File: src/rtl/vga_timing_gen.sv
// rtl/vga_timing_gen.sv - VGA 800x600@60 timing generator with pixel enable and frame strobe
// Counters and every decoded output are registered on the same edge, so all outputs describe one pixel.
module vga_timing_gen #(
  parameter int H_ACTIVE = 800,
  parameter int H_FP     = 40,
  parameter int H_SYNC   = 128,
  parameter int H_BP     = 88,
  parameter int V_ACTIVE = 600,
  parameter int V_FP     = 1,
  parameter int V_SYNC   = 4,
  parameter int V_BP     = 23,
  parameter bit SYNC_POL = 1'b1
) (
  input  logic        pclk,
  input  logic        rst,
  input  logic        en,
  output logic [11:0] hcount,
  output logic        hsync,
  output logic        hblnk,
  output logic [11:0] vcount,
  output logic        vsync,
  output logic        vblnk,
  output logic        frame_start
);

  localparam int H_TOTAL = H_ACTIVE + H_FP + H_SYNC + H_BP;
  localparam int V_TOTAL = V_ACTIVE + V_FP + V_SYNC + V_BP;

  localparam logic [11:0] H_LAST   = 12'(H_TOTAL - 1);
  localparam logic [11:0] V_LAST   = 12'(V_TOTAL - 1);
  localparam logic [11:0] H_ACT    = 12'(H_ACTIVE);
  localparam logic [11:0] V_ACT    = 12'(V_ACTIVE);
  localparam logic [11:0] HS_START = 12'(H_ACTIVE + H_FP);
  localparam logic [11:0] HS_END   = 12'(H_ACTIVE + H_FP + H_SYNC - 1);
  localparam logic [11:0] VS_START = 12'(V_ACTIVE + V_FP);
  localparam logic [11:0] VS_END   = 12'(V_ACTIVE + V_FP + V_SYNC - 1);
  localparam logic        POL      = SYNC_POL;

  logic [11:0] hcount_q, hcount_d;
  logic [11:0] vcount_q, vcount_d;
  logic        hsync_q, hsync_d;
  logic        vsync_q, vsync_d;
  logic        hblnk_q, hblnk_d;
  logic        vblnk_q, vblnk_d;
  logic        frame_q, frame_d;

  // Decode is taken from the next counter values so it lands in the same register stage as the counts.
  always_comb begin
    hcount_d = hcount_q + 12'd1;
    vcount_d = vcount_q;
    if (hcount_q == H_LAST) begin
      hcount_d = 12'd0;
      vcount_d = (vcount_q == V_LAST) ? 12'd0 : vcount_q + 12'd1;
    end
    hblnk_d = (hcount_d >= H_ACT);
    vblnk_d = (vcount_d >= V_ACT);
    hsync_d = ((hcount_d >= HS_START) && (hcount_d <= HS_END)) ? POL : ~POL;
    vsync_d = ((vcount_d >= VS_START) && (vcount_d <= VS_END)) ? POL : ~POL;
    frame_d = (hcount_d == 12'd0) && (vcount_d == 12'd0);
  end

  always_ff @(posedge pclk) begin
    if (rst) begin
      hcount_q <= 12'd0;
      vcount_q <= 12'd0;
      hblnk_q  <= 1'b0;
      vblnk_q  <= 1'b0;
      hsync_q  <= ~POL;
      vsync_q  <= ~POL;
      frame_q  <= 1'b0;
    end else if (en) begin
      hcount_q <= hcount_d;
      vcount_q <= vcount_d;
      hblnk_q  <= hblnk_d;
      vblnk_q  <= vblnk_d;
      hsync_q  <= hsync_d;
      vsync_q  <= vsync_d;
      frame_q  <= frame_d;
    end else begin
      frame_q  <= 1'b0;
    end
  end

  assign hcount      = hcount_q;
  assign vcount      = vcount_q;
  assign hsync       = hsync_q;
  assign vsync       = vsync_q;
  assign hblnk       = hblnk_q;
  assign vblnk       = vblnk_q;
  assign frame_start = frame_q;

endmodule

File: config.mk
export PLATFORM = sky130hd
export DESIGN_NAME = vga_timing_gen
export DESIGN_NICKNAME = d
export VERILOG_FILES = /design/src/rtl/vga_timing_gen.sv
export SDC_FILE = /design/constraint.sdc
export NUM_CORES = 1
export LEC_CHECK = 0
export BUFFER_PORTS_ARGS = -buffer_cell sky130_fd_sc_hd__buf_2
export CAP_MARGIN = 30
export CELL_PAD_IN_SITES_DETAIL_PLACEMENT = 1
export CELL_PAD_IN_SITES_GLOBAL_PLACEMENT = 2
export CORE_AREA = 2 2 81 83
export DETAILED_ROUTE_END_ITERATION = 6
export DIE_AREA = 0 0 83 85
export MAX_ROUTING_LAYER = met4
export PLACE_DENSITY_LB_ADDON = 0.12
export SYNTH_ARGS = -nofsm -noshare
export SYNTH_HDL_FRONTEND = slang
export SYNTH_SLANG_ARGS = --single-unit
File: constraint.sdc
create_clock -name pclk -period 3.4 [get_ports pclk]
set_input_delay 0.34 -clock pclk [delete_from_list [all_inputs] [get_ports pclk]]
set_output_delay 0.34 -clock pclk [all_outputs]
set_load 0.01 [all_outputs]
Word-level counts from Yosys, hierarchy flattened. Index checks and enable logic that the tools add are counted.

Bits of input ports: 3. Logic and storage cells: 29. Output and inout bits: 29. Register bits: 29.

Bitwise operators: 1. $lt $le $gt $ge: 6. Multiplexer cells: 5. Add/sub/neg operators: 2. Reductions and logical operators: 6. Equality and inequality tests: 2.

Operator list (number): 12-bit by 10-bit >= comparator with 1-bit output (second input constant) (4); 12-bit 2-to-1 mux (3); 12-bit by 1-bit adder with 12-bit output (second input constant) (2); 12-bit by 10-bit less-or-equal comparator with 1-bit output (second input constant) (2); 12-bit zero test (2); 12-bit by 10-bit equality test with 1-bit output (second input constant) (1); 12-bit by 11-bit equality test with 1-bit output (second input constant) (1); 1-bit logical AND (3); 1-bit 2-to-1 mux (2); 2-bit OR reduction (1); 1-bit inverter (1).

Longest topological paths before layout.
Depth in word-level cells: 6. Mapped depth: 9.

Least setup slack after synthesis. Ideal clock, no wire load.

Kind: register to register. Start point: reg hcount_q[10] (netlist: hcount[10]). End point: reg vsync_q (netlist: vsync). Library setup time: 0.120 ns. Arrival: 2.470 ns. Cell stages (with the launch flop): 9. Period minus slack after synthesis: 2.591 ns. Setup slack: 0.809 ns. Path through: dfxtp_1 > or4b_4 > or3_1 > buf_2 > or4_4 > a22oi_2 > a221oi_1 > a21oi_1 > o31ai_1.

Word-level cells in the longest chain between the ends: 5. Elaborated cells on any way between the ends: 6. Those cells by class: 2 x order compare; 1 x eq/ne; 2 x mux; 1 x reduce/logical.

Ends and longest elaborated chain: start, declared (RTL line 39) `logic [11:0] hcount_q, hcount_d;`; start signal, assigned (RTL line 72) `hcount_q <= hcount_d;`; 12-bit by 11-bit equality test with 1-bit output * (RTL line 51) `if (hcount_q == H_LAST) begin`; 12-bit 2-to-1 mux * (RTL line 51); 12-bit by 10-bit >= comparator with 1-bit output or 12-bit by 10-bit less-or-equal comparator with 1-bit output (tied branches) (RTL line 58) `vsync_d = ((vcount_d >= VS_START) && (vcount_d <= VS_END)) ? POL : ~POL;`; 1-bit logical AND * (RTL line 58); 1-bit 2-to-1 mux * (RTL line 58); end signal, assigned (RTL line 69) `vsync_q <= ~POL;`; end signal, assigned (RTL line 77) `vsync_q <= vsync_d;`; end, declared (RTL line 42) `logic vsync_q, vsync_d;`.

Every way passes the cells marked *; elsewhere a longest branch is shown, timed or not. A chain may end at the register's enable or synchronous reset.

Worst setup path in the final report.
Start point: reg hcount_q[0] (netlist: hcount[0]). End point: reg vsync_q (netlist: vsync).

The elaborated chain is that of the path after synthesis.

==> summary.md <==
| Metric | Value |
|---|---|
| Hold Path Depth | 3 |
| Net Sw Power | 184 uW |
| Initial antenna violation count | 0 |
| Nets | 276 |
| Crit end category | flip-flop |
| Port bufs | 31 |
| Worst min-delay path startpoint | en |
| Post-DP HPWL | 3990 um |
| RePlAce Congestion | 0.749 |
| Setup repair bufs after CTS | 0 |
| Yosys warns | 0 |
| Tcrit/Tclk final | 0.819 |
| Power per cell area | 334 nW/um^2 |
| Syn_nets | 254 |
| Worst stage delay on the critical path | 0.54 ns |
| Worst-path cell chain | ha_1, nand4_1, or3_1, nor2_1, a41oi_1, a221oi_1, a21oi_1, o31ai_1 |
| Area delta synth->final | 15.3% |
| I/O pin total | 32 |
| P_int | 532 uW |
| Routed wl met2 | 2830 um |
| Place WS | 0.597 ns |
| Final setup violation count | 0 |
| Top_reg_cell synth | dfxtp_1 |
| Final worst slack | 0.616 ns |
| Critical Path Start Type | flip-flop |
| Register clock-pin slew on the reported worst setup and hold paths | 0.07 ns |
| Normalized max-slew margin | 0.580 |
| Clock share of power | 0.411 |
| Max-Cap Viols | 0 |
| Worst path slowest cell | or3_1 |
| Vias in the first global route | 1924 |
| # hold bufs at CTS | 0 |
| Die area | 7060 sq um |
| FILL cells | 775 |
| First-pass DRT Iterations | 4 |
| Post-CTS Resized | 0 |
| Share of layout cells above drive strength 1 | 0.170 |
| Root buffer cell | clkbuf_8 |
| Worst hold slack | 0.430 ns |
| Max rail drop VDD | 0.124 mV |
| Setup TNS | 0 ns |
| Largest net degree at the start of global routing | 31 |
| Kind of critical path | flip-flop to flip-flop |
| Max FO, Critical Path | 7 |
| WL met3 | 133 um |
| CTS buffer count | 5 |
| Core box area | 6200 sq um |
| Switching Share | 0.257 |
| Congestion Overflow GR | 0 |
| Pleak | 0.000822 uW |
| Starting density of the core | 0.299 |
| Fin. Hold Viols | 0 |
| Max Fclk | 359 MHz |
| Setup Skew | 0.00944 ns |
| FF+latch count, synth | 29 |
| Total wire length | 5690 um |
| Via Count | 1886 |
| Sequential area share after synthesis | 0.313 |
| RSZ-0062 raised after global routing | false |
| Mapped cell area | 1860 sq um |
| Rows | 29 |
| Wire length per cell | 16.4 um |
| Library cells used by synthesis | 50 |
| Worst Max-Slew Pin Slew | 0.622 ns |
| Die Height | 85 um |
| HP Class | input pin to flip-flop |
| FF-to-FF path depth | 8 |
| Post-Synthesis Cells | 248 |
| Post-synth EDFFs | 0 |
| CTS sink count | 29 |
| Sequential share of power | 0.504 |
| Total track usage | 0.176 |
| Die Span X | 83 um |
| Max Slew Vio Count | 0 |
| Reg2Reg Launch Point | hcount[0] |
| Max clock buf depth | 2 |
| Arrival time worst endpoint | 2.99 ns |
| CTS H-tree depth | 2 |
| # diodes | 0 |
| Worst setup startpoint | hcount[0] |
| Clock Latency Late Sink | 0.29 ns |
| Final min period | 2.78 ns |
| CP required | 3.60 ns |
| Status | complete, no violations |
| Logic pwr share | 0.085 |
| Residual DRC | 0 |
| Vias per cell | 5.44 |
| Initial DRC count | 89 |
| Synth Area per Inst | 7.49 sq um |
| TritonCTS clock tree | done |
| Register area | 581 sq um |
| Multi-input gate area | 1180 sq um |
| First-pass GRT wire length | 9780 um |
| Highest routed layer | met4 |
| Post-Route M1 WL | 2640 um |
| Routed Antenna Nets | 0 |
| Post-synth ARST share | 0 |
## cells in the final DEF (no fill, tap or decap), types with 4 or more instances in the layout
cell type   n
o21ai_0    12
nor4_1      6
a21oi_1    10
nand4_1     7
and3_1      5
xnor2_1     8
mux2i_1     4
nand3_1    13
nor3_1     10
dfxtp_1    29
nor2_1     37
a311oi_1    5
nand2_1    24
buf_2      31
xor2_1      7
clkbuf_8    6
a211oi_1    5
inv_1       4
## power by group through the flow
stage	Combinational, uW	Sequential (uW)	Clock (uW)
floorplan	41.1	368	0
global placement	62.6	368	0
detailed placement	62.1	368	0
CTS	62.4	361	311
global route	69.2	363	325
finish	60.8	361	294
## metal layers
| layer | global-route usage | up-vias |
|---|---|---|
| li1 | - | 946 |
| met1 | 0.214 | 914 |
| met2 | 0.294 | 18 |
| met3 | 0.0350 | 8 |
| met4 | 0.0581 | 0 |
| met5 | - | - |
## through the flow
| stage | util | instance area (sq um) | instances | power (uW) |
|---|---|---|---|---|
| after floorplan | - | 1860 | 248 | 409 |
| after global placement | 0.331 | 2050 | 340 | 431 |
| after detailed placement | 0.331 | 2050 | 340 | 430 |
| after CTS | 0.345 | 2140 | 347 | 734 |
| after global routing | 0.345 | 2140 | 347 | 757 |
| final | 0.345 | 2140 | 347 | 716 |
## state kept, by name, summed over array words and instances (netlist names)
signal	cells
hcount	12
vsync	1
vblnk	1
hblnk	1
hsync	1
vcount	12
frame_start	1
## critical path: cells and delay by family, from the launching register on
kind	cells	cell delay, ns
flip-flops	1	0.41
adder cells (fa/ha/maj)	1	0.29
AO/OA/AOI/OAI	4	0.91
AND/OR/NAND/NOR	3	1.08
## final timing paths
kind	to	slack (ns)
setup reg to reg	vsync	0.62
hold reg to reg	vsync	0.45
setup / recovery	vsync	0.62
hold / removal	hcount[10]	0.43
## cell families after synthesis
family / after synthesis / synth area share
AOI/OAI and AO/OA: 54 / 0.204
buffers and inverters: 23 / 0.0492
muxes: 4 / 0.0216
adders and majority gates: 3 / 0.0202
DFF: 29 / 0.313
and+or+nand+nor: 120 / 0.322
xor gates and xnor gates: 15 / 0.0708
## layout make-up
class | count | share of cell area
inverters | 4 | 0.00701
repair buffers | 34 | 0.0830
flip-flops and latches | 29 | 0.271
well taps | 77 | 0.0450
clock buffers | 7 | 0.0403
multi-input cells | 196 | 0.553
## cells in the mapped netlist (3+ instances only)
master,instances,share of area
a211oi_1,5,0.020
a21oi_1,10,0.027
a311oi_1,5,0.024
and2_1,3,0.010
and3_1,5,0.017
buf_2,3,0.0081
clkbuf_1,15,0.030
dfxtp_1,29,0.31
ha_1,3,0.020
inv_1,4,0.0081
mux2i_1,4,0.022
nand2_1,24,0.049
nand3_1,13,0.035
nand4_1,7,0.024
nor2_1,37,0.075
nor3_1,10,0.027
nor4_1,6,0.020
o21ai_0,12,0.032
o31ai_1,3,0.012
or3_1,3,0.010
xnor2_1,8,0.038
xor2_1,7,0.033
Note: power is estimated with default switching activity, not from simulation.
